--- src/rtl/axi4lite_timer_pkg.sv ---
// Shared types and constants for the AXI4-Lite timer register controller.
// Latency: n/a (types, constants and a combinational helper only).
// Backpressure: n/a.
package axi4lite_timer_pkg;

    localparam logic [1:0]  RESP_OKAY   = 2'b00;
    localparam logic [1:0]  RESP_SLVERR = 2'b10;
    localparam logic [31:0] RD_ERR_DATA = 32'hDEAD_BEEF;

    typedef enum logic [2:0] {
        W_IDLE,
        W_HAVE_A,
        W_HAVE_D,
        W_PEND,
        W_RESP
    } wr_state_t;

    typedef enum logic [1:0] {
        R_IDLE,
        R_PEND,
        R_WAIT,
        R_RESP
    } rd_state_t;

    // A register address is usable when it is word aligned and inside the map.
    function automatic logic addr_ok(input logic [31:0] addr, input int unsigned num_regs);
        return (addr[1:0] == 2'b00) && (addr < num_regs * 4);
    endfunction

endpackage

--- src/rtl/axi4lite_rr_arb2.sv ---
// Two-requester round-robin arbiter for the single register-access slot.
// Latency: combinational grant in the request cycle; last-winner flop updates on the edge.
// Backpressure: a losing requester simply keeps requesting and wins the following cycle.
// Ports: clk_i/rst_ni clock and async active-low reset; req_wr_i/req_rd_i requests;
//        gnt_wr_o/gnt_rd_o one-hot (or zero) grants.
module axi4lite_rr_arb2 (
    input  logic clk_i,
    input  logic rst_ni,
    input  logic req_wr_i,
    input  logic req_rd_i,
    output logic gnt_wr_o,
    output logic gnt_rd_o
);

    // 1 = write won the most recent contested cycle. Resetting to "read" makes
    // the first conflict go to the write channel. Only contested cycles move
    // this flop, so back-to-back conflicts alternate their winner.
    logic last_wr_q;

    assign gnt_wr_o = req_wr_i && (!req_rd_i || !last_wr_q);
    assign gnt_rd_o = req_rd_i && (!req_wr_i ||  last_wr_q);

    always_ff @(posedge clk_i or negedge rst_ni) begin
        if (!rst_ni) begin
            last_wr_q <= 1'b0;
        end else if (req_wr_i && req_rd_i) begin
            last_wr_q <= gnt_wr_o;
        end
    end

endmodule

--- src/rtl/axi4lite_timer_ctrl.sv ---
// AXI4-Lite slave front end for the timer register block: latches AW/W, validates,
// arbitrates one register-access slot between writes and reads, returns B/R responses.
// Latency: AW+W -> wr_en next cycle -> BVALID the cycle after; AR -> rd_en next cycle,
//          RVALID one cycle after rd_valid (or after RD_TIMEOUT wait cycles).
// Backpressure: one outstanding transaction per channel; AW/W/AR are not accepted
//          again until the B/R handshake completes, responses held until BREADY/RREADY.
// Ports: AXI4-Lite slave channels AW/W/B/AR/R on ACLK/ARESETn; wr_en/wr_addr/wr_data
//        and rd_en/rd_addr single-cycle strobes to the register block; rd_data/rd_valid return.
module axi4lite_timer_ctrl
    import axi4lite_timer_pkg::*;
#(
    parameter int          ADDR_W     = 4,
    parameter int          DATA_W     = 32,
    parameter int unsigned NUM_REGS   = 4,
    parameter int          RD_TIMEOUT = 8
) (
    input  logic                ACLK,
    input  logic                ARESETn,
    input  logic                AWVALID,
    output logic                AWREADY,
    input  logic [ADDR_W-1:0]   AWADDR,
    input  logic                WVALID,
    output logic                WREADY,
    input  logic [DATA_W-1:0]   WDATA,
    input  logic [DATA_W/8-1:0] WSTRB,
    output logic                BVALID,
    input  logic                BREADY,
    output logic [1:0]          BRESP,
    input  logic                ARVALID,
    output logic                ARREADY,
    input  logic [ADDR_W-1:0]   ARADDR,
    output logic                RVALID,
    input  logic                RREADY,
    output logic [DATA_W-1:0]   RDATA,
    output logic [1:0]          RRESP,
    output logic                wr_en,
    output logic [ADDR_W-1:0]   wr_addr,
    output logic [DATA_W-1:0]   wr_data,
    output logic                rd_en,
    output logic [ADDR_W-1:0]   rd_addr,
    input  logic [DATA_W-1:0]   rd_data,
    input  logic                rd_valid
);

    localparam int CNT_W = (RD_TIMEOUT > 1) ? $clog2(RD_TIMEOUT) : 1;

    // Holds the ready outputs low through reset and for the release edge itself.
    logic ready_en_q;

    wr_state_t             wr_state_q, wr_state_d;
    logic [ADDR_W-1:0]     aw_addr_q, aw_addr_d;
    logic [DATA_W-1:0]     w_data_q, w_data_d;
    logic [DATA_W/8-1:0]   w_strb_q, w_strb_d;
    logic [1:0]            bresp_q, bresp_d;

    rd_state_t             rd_state_q, rd_state_d;
    logic [ADDR_W-1:0]     ar_addr_q, ar_addr_d;
    logic [DATA_W-1:0]     rdata_q, rdata_d;
    logic [1:0]            rresp_q, rresp_d;
    logic [CNT_W-1:0]      tmo_cnt_q, tmo_cnt_d;

    logic aw_hs, w_hs, ar_hs;
    logic wr_ok, rd_ok;
    logic req_wr, req_rd, gnt_wr, gnt_rd;

    assign AWREADY = ready_en_q && (wr_state_q == W_IDLE || wr_state_q == W_HAVE_D);
    assign WREADY  = ready_en_q && (wr_state_q == W_IDLE || wr_state_q == W_HAVE_A);
    assign ARREADY = ready_en_q && (rd_state_q == R_IDLE);

    assign aw_hs = AWVALID && AWREADY;
    assign w_hs  = WVALID  && WREADY;
    assign ar_hs = ARVALID && ARREADY;

    assign wr_ok = addr_ok(32'(aw_addr_q), NUM_REGS) && (w_strb_q == '1);
    assign rd_ok = addr_ok(32'(ar_addr_q), NUM_REGS);

    // Invalid accesses never touch the register block, so they never request.
    assign req_wr = (wr_state_q == W_PEND) && wr_ok;
    assign req_rd = (rd_state_q == R_PEND) && rd_ok;

    axi4lite_rr_arb2 u_arb (
        .clk_i    (ACLK),
        .rst_ni   (ARESETn),
        .req_wr_i (req_wr),
        .req_rd_i (req_rd),
        .gnt_wr_o (gnt_wr),
        .gnt_rd_o (gnt_rd)
    );

    assign wr_en   = gnt_wr;
    assign wr_addr = aw_addr_q;
    assign wr_data = w_data_q;
    assign rd_en   = gnt_rd;
    assign rd_addr = ar_addr_q;

    assign BVALID = (wr_state_q == W_RESP);
    assign BRESP  = bresp_q;
    assign RVALID = (rd_state_q == R_RESP);
    assign RDATA  = rdata_q;
    assign RRESP  = rresp_q;

    always_comb begin
        wr_state_d = wr_state_q;
        aw_addr_d  = aw_addr_q;
        w_data_d   = w_data_q;
        w_strb_d   = w_strb_q;
        bresp_d    = bresp_q;

        if (aw_hs) begin
            aw_addr_d = AWADDR;
        end
        if (w_hs) begin
            w_data_d = WDATA;
            w_strb_d = WSTRB;
        end

        case (wr_state_q)
            W_IDLE: begin
                if (aw_hs && w_hs) wr_state_d = W_PEND;
                else if (aw_hs)    wr_state_d = W_HAVE_A;
                else if (w_hs)     wr_state_d = W_HAVE_D;
            end
            W_HAVE_A: if (w_hs)  wr_state_d = W_PEND;
            W_HAVE_D: if (aw_hs) wr_state_d = W_PEND;
            W_PEND: begin
                if (!wr_ok) begin
                    bresp_d    = RESP_SLVERR;
                    wr_state_d = W_RESP;
                end else if (gnt_wr) begin
                    bresp_d    = RESP_OKAY;
                    wr_state_d = W_RESP;
                end
            end
            W_RESP:  if (BREADY) wr_state_d = W_IDLE;
            default: wr_state_d = W_IDLE;
        endcase
    end

    always_comb begin
        rd_state_d = rd_state_q;
        ar_addr_d  = ar_addr_q;
        rdata_d    = rdata_q;
        rresp_d    = rresp_q;
        tmo_cnt_d  = tmo_cnt_q;

        case (rd_state_q)
            R_IDLE: begin
                if (ar_hs) begin
                    ar_addr_d  = ARADDR;
                    rd_state_d = R_PEND;
                end
            end
            R_PEND: begin
                if (!rd_ok) begin
                    rdata_d    = '0;
                    rresp_d    = RESP_SLVERR;
                    rd_state_d = R_RESP;
                end else if (gnt_rd) begin
                    tmo_cnt_d  = '0;
                    rd_state_d = R_WAIT;
                end
            end
            R_WAIT: begin
                // A late rd_valid in the final wait cycle still wins over the timeout.
                if (rd_valid) begin
                    rdata_d    = rd_data;
                    rresp_d    = RESP_OKAY;
                    rd_state_d = R_RESP;
                end else if (tmo_cnt_q == CNT_W'(RD_TIMEOUT - 1)) begin
                    rdata_d    = DATA_W'(RD_ERR_DATA);
                    rresp_d    = RESP_SLVERR;
                    rd_state_d = R_RESP;
                end else begin
                    tmo_cnt_d = tmo_cnt_q + 1'b1;
                end
            end
            R_RESP:  if (RREADY) rd_state_d = R_IDLE;
            default: rd_state_d = R_IDLE;
        endcase
    end

    always_ff @(posedge ACLK or negedge ARESETn) begin
        if (!ARESETn) begin
            ready_en_q <= 1'b0;
            wr_state_q <= W_IDLE;
            aw_addr_q  <= '0;
            w_data_q   <= '0;
            w_strb_q   <= '0;
            bresp_q    <= RESP_OKAY;
            rd_state_q <= R_IDLE;
            ar_addr_q  <= '0;
            rdata_q    <= '0;
            rresp_q    <= RESP_OKAY;
            tmo_cnt_q  <= '0;
        end else begin
            ready_en_q <= 1'b1;
            wr_state_q <= wr_state_d;
            aw_addr_q  <= aw_addr_d;
            w_data_q   <= w_data_d;
            w_strb_q   <= w_strb_d;
            bresp_q    <= bresp_d;
            rd_state_q <= rd_state_d;
            ar_addr_q  <= ar_addr_d;
            rdata_q    <= rdata_d;
            rresp_q    <= rresp_d;
            tmo_cnt_q  <= tmo_cnt_d;
        end
    end

endmodule

--- config.mk ---
export PLATFORM = sky130hd
export DESIGN_NAME = axi4lite_timer_ctrl
export DESIGN_NICKNAME = d
export VERILOG_FILES = /design/src/rtl/axi4lite_timer_pkg.sv /design/src/rtl/axi4lite_rr_arb2.sv /design/src/rtl/axi4lite_timer_ctrl.sv
export SDC_FILE = /design/constraint.sdc
export NUM_CORES = 1
export LEC_CHECK = 0
export ABC_AREA = 1
export ABC_CLOCK_PERIOD_IN_PS = 2900
export BUFFER_PORTS_ARGS = -buffer_cell sky130_fd_sc_hd__buf_2
export CELL_PAD_IN_SITES_DETAIL_PLACEMENT = 0
export CELL_PAD_IN_SITES_GLOBAL_PLACEMENT = 1
export CORE_MARGIN = 10
export CORE_UTILIZATION = 38
export DETAILED_ROUTE_END_ITERATION = 8
export PLACE_DENSITY_LB_ADDON = 0.1
export REMOVE_ABC_BUFFERS = 1
export SLEW_MARGIN = 20
export SYNTH_ARGS = -nofsm -noshare
export SYNTH_HDL_FRONTEND = slang
export SYNTH_SLANG_ARGS = --single-unit
--- constraint.sdc ---
create_clock -name ACLK -period 2.9 [get_ports ACLK]
set_clock_uncertainty 0.1 [all_clocks]
set_input_delay 0.29 -clock ACLK [delete_from_list [all_inputs] [get_ports ACLK]]
set_output_delay 0.29 -clock ACLK [all_outputs]
set_load 0.01 [all_outputs]
==> out/summary.txt, run 1 <==
Critical Path Fanout Max: 6
Area Overhead vs Synth: 30.38%
row cnt: 36
warnings from Yosys: 0
Buf/Inv on CP: 3
clock-pin slew on the worst setup and hold paths: 0.10 ns
CTS Sinks: 88
fmax: 475.2 MHz
leading cell type in the layout, fill and taps excluded: buf_2
Final WS setup: 0.7955 ns
Min-Delay Path Class: primary input to register
most frequent CP cell: nor2_1
port bufs: 164
CP arrival: 1.71 ns
CTS max path bufs: 2
layout cell share with drive strength beyond 1: 43.54%
RSZ-0062 raised after global routing: false
gr ovfl total: 0
setup repair bufs after CTS: 0
startpoint types: register
Synth cell types: 23
CTS H-tree lvls: 3
number of global-route vias before repair: 3,210
first-pass GRT wire length: 16.34 mm
total power: 5.082 mW
TritonCTS clock tree: built
max-cap viol count: 0
Max stage delay on crit path: 0.44 ns
CP max stage cell: dfrtp_1
DIE HEIGHT: 120.4 um
routing usage on met3: 7.073%
via count: 2,977
Placed Cells: 642
GRT busiest layer: met2
GR Util All Layers: 13.71%
post-route insts no fill: 659
DR iter-0 viols: 179
RePlAce Congestion: 0.7541
# DRC: 0
status: finished clean
cell family with most CP delay: simple AND/OR/NAND/NOR gates
sequential fraction of the synthesis area: 57.50%
Clk Tree Root Cell: clkbuf_8
Detail Placement HPWL: 7.648 mm
Die W: 120.4 um
pins over their slew limit: 0
most frequent cells in the layout: buf_2, dfrtp_1, inv_1
largest net degree at the start of global routing: 50
Clock power frac: 17.3%
Core Box Area: 9774 um2
fillers: 955
Switching Power: 1.895 mW
Setup WS pre-CTS: 0.8418 ns
Final setup viols: 0
Required @ worst endpoint: 2.51 ns
Final min period: 2.105 ns
met1 Usage GRT: 16.42%
met2 Use GR: 20.86%
initial antenna violation count: 0
synth top area cells: dfrtp_1, mux2_4, mux2_2, inv_1, nand2_1
Synth Area per Inst: 10.79 um2
number of routed nets with antenna violations: 0
Pint: 3.187 mW
TritonCTS buffer count: 9
Relative slew margins: 44.89%
Synth top area share: 57.50%
crit end category: output pin
Cells after Synth: 355
Final period util: 72.57%
drt wl/cell: 15.19 um
combinational power share: 42.7%
Sw Share: 37.29%
critical path class: register to output pin
setup TNS: 0 ns
Die Area: 14,490 um2
FF-to-FF setup slack: 0.83 ns
Ports: 167
Sequential Power Share: 40.0%
Cell Pwr Density: 1018 nW/um2
P_leak: 2.712 nW
via/cell ratio: 4.517
Initial Utilization: 39.18%
clk_lat worst skew: 0.35 ns
crit-path cells: nand2_1 -> nor2_1 -> inv_1 -> nor2_1 -> inv_1 -> nor2_1 -> buf_2
Final nets: 611
Syn Std Cell Area: 3830 um2
VDD IR max: 0.4839 mV
Yosys top cell by area: dfrtp_1
Diodes inserted: 0
1st-pass router iterations: 6
Synth Register Bits: 88
slew of the pin with the lowest slew margin: 0.8247 ns
Routed WL: 10.01 mm
Final Hold Viols: 0
==> power groups by stage <==
stage | registers (mW) | logic [mW] | clock network (mW)
floorplan | 2.25 | 1.13 | 0
global placement | 2.04 | 2.19 | 0
detailed placement | 2.05 | 2.21 | 0
CTS | 2.04 | 2.22 | 0.915
global route | 2.10 | 2.44 | 0.957
finish | 2.03 | 2.17 | 0.880
==> metal layers <==
metal / wire length [um] / vias up / part of all wire [%]
li1: - / 1483 / -
met5: 0 / - / 0
met3: 1275 / 11 / 13
met2: 4393 / 122 / 44
met1: 4210 / 1361 / 42
met4: 129 / 0 / 1.3
==> through the flow <==
step	hold slack, ns	instance area, um2	util (%)
CTS	0.04118	4994	51.09
detailed placement	0.2036	4778	48.89
finish	0.05801	4994	51.09
global route	0.04909	4994	51.09
floorplan	-0.1056	3745	-
global placement	0.2069	4778	48.89
==> path summary, 6_finish.rpt <==
path / start / endpoint / cells past startpoint
setup / recovery: wr_state_q[0] / wr_en / 7
hold / removal: WDATA[29] / wr_data[29] / 2
setup reg to reg: rd_state_q[0] / RDATA[21] / 6
hold reg to reg: tmo_cnt_q[2] / tmo_cnt_q[2] / 2
max in group asynchronous: ARESETn / wr_data[27] / 3
min in group asynchronous: ARESETn / RDATA[22] / 2
==> state kept, by name, indices dropped and copies added, names as in the netlist <==
signal and flops:
rd_state_q 2, wr_data 32, w_strb_q 4, rd_addr 4, BRESP 1, RRESP 1
wr_addr 4, u_arb.last_wr_q 1, ready_en_q 1, RDATA 32, tmo_cnt_q 3, wr_state_q 3
==> kinds of logic (layout without fill, tap and decap cells) <==
family	after synthesis	after routing	synth area share, %
buf+inv	67	237	7.513
compound gates	40	40	6.175
fa+ha+maj	6	6	1.960
mux	44	44	14.90
flops	88	88	57.50
simple gates	108	108	11.76
other cells	2	3	0.1961
==> layout make-up <==
type | instances | area, um2 | share of cell area (%)
sequential | 88 | 2202 | 44.10
tap | 133 | 166.4 | 3.333
multi-input combinational | 201 | 1353 | 27.09
timing repair buffer | 168 | 868.3 | 17.39
clock buffer | 11 | 141.4 | 2.831
clock inverter | 5 | 63.81 | 1.278
inverter | 53 | 198.9 | 3.984
==> cell usage after synthesis, drive strengths merged <==
cell / count
dfrtp: 88
inv: 52
mux2: 44
nand2: 43
nor2: 42
o22ai: 25
nand3: 15
o21ai: 12
buf: 10
ha: 6
nor3: 5
clkbuf: 4
conb: 2
nand3b: 2
a211oi: 1
a21oi: 1
clkinv: 1
nand4: 1
o21a: 1
==> what timing repair did <==
item,in CTS,in global routing
hold buffers,1,0
resized for setup,0,0
endpoints found under the hold margin,39,0
Note: power is estimated with default switching activity, not from simulation.
==> run 2: changes to the inputs <==
Settings changed: ABC_AREA 1 to 0, ABC_CLOCK_PERIOD_IN_PS 2900 to 1900, CORE_UTILIZATION 38 to 33.
Clock period 2.9 ns to 1.9 ns, I/O delays scaled along.
==> out/summary.txt, run 2 <==
met3 WL: 825 um (was 1.275 mm)
TritonCTS buffer count: 9 (unchanged)
compound-cell area share of the yosys netlist: 10.80% (was 6.174%)
largest net degree at the start of global routing: 43 (was 50)
Die W: 128.5 um (was 120.4 um)
leading cell type in the layout, fill and taps excluded: buf_2 (unchanged)
clock-pin slew on the worst setup and hold paths: 0.06 ns (was 0.10 ns)
Final WS setup: -0.02617 ns (was 0.7955 ns)
layout cell share with drive strength beyond 1: 49.73% (was 43.54%)
initial antenna violation count: 0 (unchanged)
cell family with most CP delay: simple AND/OR/NAND/NOR gates (unchanged)
Top Metal Used: met4 (unchanged)
Area Overhead vs Synth: 54.91% (was 30.38%)
# DRC: 0 (unchanged)
synth cell count leaders: dfrtp_1, mux2_2, nand2b_1, a22o_1, nand2_1 (was dfrtp_1, inv_1, nand2_1, nor2_1, o22ai_1)
Ports: 167 (unchanged)
port bufs: 164 (unchanged)
P_leak: 2.942 nW (was 2.712 nW)
Synth top area share: 56.72% (was 57.50%)
mux cell area share after synthesis: 13.86% (was 14.90%)
DR iter-0 viols: 171 (was 179)
Synth Area per Inst: 12.61 um2 (was 10.79 um2)
metal1 wirelength: 4.618 mm (was 4.210 mm)
critical path class: register to register (was register to output pin)
Synth Register Bits: 88 (unchanged)
startpoint types: register (unchanged)
row cnt: 39 (was 36)
synth top area cells: dfrtp_1, mux2_2, a22o_1, nand2b_1, buf_6 (was dfrtp_1, mux2_4, mux2_2, inv_1, nand2_1)
largest family of logic cells by synthesized area: multiplexers (unchanged)
Async SR Flop Fraction: 100.0% (unchanged)
Core Util, Final: 52.45% (was 51.09%)
Yosys top cell by area: dfrtp_1 (unchanged)
CTS H-tree lvls: 3 (unchanged)
first-pass GRT wire length: 18.23 mm (was 16.34 mm)
number of global-route vias before repair: 3,526 (was 3,210)
Placed Cells: 619 (was 642)
Cell Pwr Density: 1595 nW/um2 (was 1018 nW/um2)
pins over their slew limit: 0 (unchanged)
status: finished with violations (was finished clean)
Setup WS pre-CTS: -0.07348 ns (was 0.8418 ns)
Final Hold Viols: 0 (unchanged)
post-route insts no fill: 694 (was 659)
Routed met2 length: 6.048 mm (was 4.393 mm)
CP max stage cell: or3_4 (was dfrtp_1)
XOR/XNOR Fraction of Synth Area: 0% (unchanged)
clk_lat worst skew: 0.34 ns (was 0.35 ns)
RePlAce Congestion: 0.7679 (was 0.7541)
Simple-Gate Fraction of Synth Area: 12.28% (was 11.76%)
Core Box Area: 11,470 um2 (was 9774 um2)
Max stage delay on crit path: 0.42 ns (was 0.44 ns)
Required @ worst endpoint: 2.02 ns (was 2.51 ns)
failing checks: setup timing
Critical Path Fanout Max: 10 (was 6)
RSZ-0062 raised after global routing: true (was false)
most frequent cells in the layout: buf_2, dfrtp_1, dlygate4sd3_1 (was buf_2, dfrtp_1, inv_1)
fmax: 519.2 MHz
Initial Utilization: 33.86% (was 39.18%)
max-cap viol count: 0 (unchanged)
crit end category: register (was output pin)
via count: 3,225 (was 2,977)
1st-pass router iterations: 4 (was 6)
Final min period: 1.926 ns
crit-path cells: buf_4 -> ha_4 -> nor3b_4 -> or3_4 -> clkbuf_16 -> a22o_1 (was nand2_1 -> nor2_1 -> inv_1 -> nor2_1 -> inv_1 -> nor2_1 -> buf_2)
Final period util: 101.4%
Diodes inserted: 0 (unchanged)
Buf/Inv on CP: 2 (was 3)
Die Area: 16,500 um2 (was 14,490 um2)
Synth cell types: 45 (was 23)
gr ovfl total: 0 (unchanged)
Detail Placement HPWL: 8.126 mm (was 7.648 mm)
CTS max path bufs: 2 (unchanged)
most frequent cell after synthesis: dfrtp_1 (unchanged)
CTS Sinks: 88 (unchanged)
CP arrival: 2.05 ns (was 1.71 ns)
via/cell ratio: 4.647 (was 4.517)
Routed WL: 11.63 mm (was 10.01 mm)
Final nets: 636 (was 611)
Post-synth EDFFs: 0 (unchanged)
DIE HEIGHT: 128.5 um (was 120.4 um)
sequential fraction of the synthesis area: 56.72% (was 57.50%)
warnings from Yosys: 0 (unchanged)
Syn Std Cell Area: 3882 um2 (was 3830 um2)
commonest register cell after synthesis: dfrtp_1 (unchanged)
VDD IR max: 0.9936 mV (was 0.4839 mV)
GR Util All Layers: 13.77% (was 13.71%)
Clk Tree Root Cell: clkbuf_16 (was clkbuf_8)
Final setup viols: 15 (was 0)
total power: 9.595 mW (was 5.082 mW)
drt wl/cell: 16.75 um (was 15.19 um)
Min-Delay Path Class: primary input to register (unchanged)
adder-cell area share of the yosys netlist: 1.934% (was 1.960%)
TritonCTS clock tree: built (unchanged)
Cells after Synth: 308 (was 355)
fillers: 1,046 (was 955)
number of routed nets with antenna violations: 0 (unchanged)
[run 2: power breakdown]
part	switching [mW]	leakage (nW)	internal (mW)	total, mW
Sequential	0.492	1.09	2.73	3.22
Combinational	2.06	1.69	2.34	4.40
Clock	0.713	0.163	1.26	1.98
[run 2: logic make-up after synthesis]
logic type                 count (synthesis)
AOI/OAI and AO/OA                         56
and+or+nand+nor                           84
muxes                                     48
other                                      2
buffers and inverters                     24
DFF                                       88
adders and majority gates                  6
[run 2: metrics by stage]
stage	hold WS [ns]	instance area [um2]	TNS (ns)
after floorplan	-0.2056	3741	-28.59
after detailed placement	0.07065	4959	-0.9029
final	0.04883	6015	-0.2194
after global routing	0.05117	6015	-1.380
after global placement	0.06945	4959	-0.05056
after CTS	0.03327	5853	-0.02988
[run 2: area by class of cell]
type                       count  area, um2  area share [%]
tap                          143      178.9           2.975
sequential                    88       2203           36.63
clock buffer                  14      274.0           4.556
clock inverter                 2      60.06          0.9985
inverter                       5      18.77          0.3120
multi-input combinational    197       1605           26.69
timing repair buffer         245       1674           27.83
[run 2: metal layers]
layer	up-vias	track usage, %
met5	-	0
met4	0	3.642
met3	10	6.119
met2	85	24.32
met1	1578	14.60
li1	1552	-
[run 2: final timing paths]
check                                    from  cells after the start  slack, ns    endpoint
worst max-delay path            rd_state_q[1]                      6      -0.03   RDATA[13]
worst min register to register       RDATA[8]                      2       0.38    RDATA[8]
worst max register to register  rd_state_q[1]                      6      -0.03   RDATA[13]
max in group asynchronous             ARESETn                      3       0.91   RDATA[15]
worst min-delay path               rd_data[0]                      3       0.05    RDATA[0]
min in group asynchronous             ARESETn                      2       0.22  wr_addr[1]
[run 2: worst reg2reg max path, cell delays in order, from the launching register on]
cell	delay [ns]
dfrtp_1	0.40
buf_4	0.15
ha_4	0.15
nor3b_4	0.15
or3_4	0.42
clkbuf_16	0.21
a22o_1	0.23
[run 2: repair_timing]
action	CTS	global route
pin swaps	3	5
buffers inserted	1	1
gates resized for setup	6	18
cloned	0	4
hold endpoints to repair	81	0
hold buffers	53	0
setup endpoints to repair	28	40
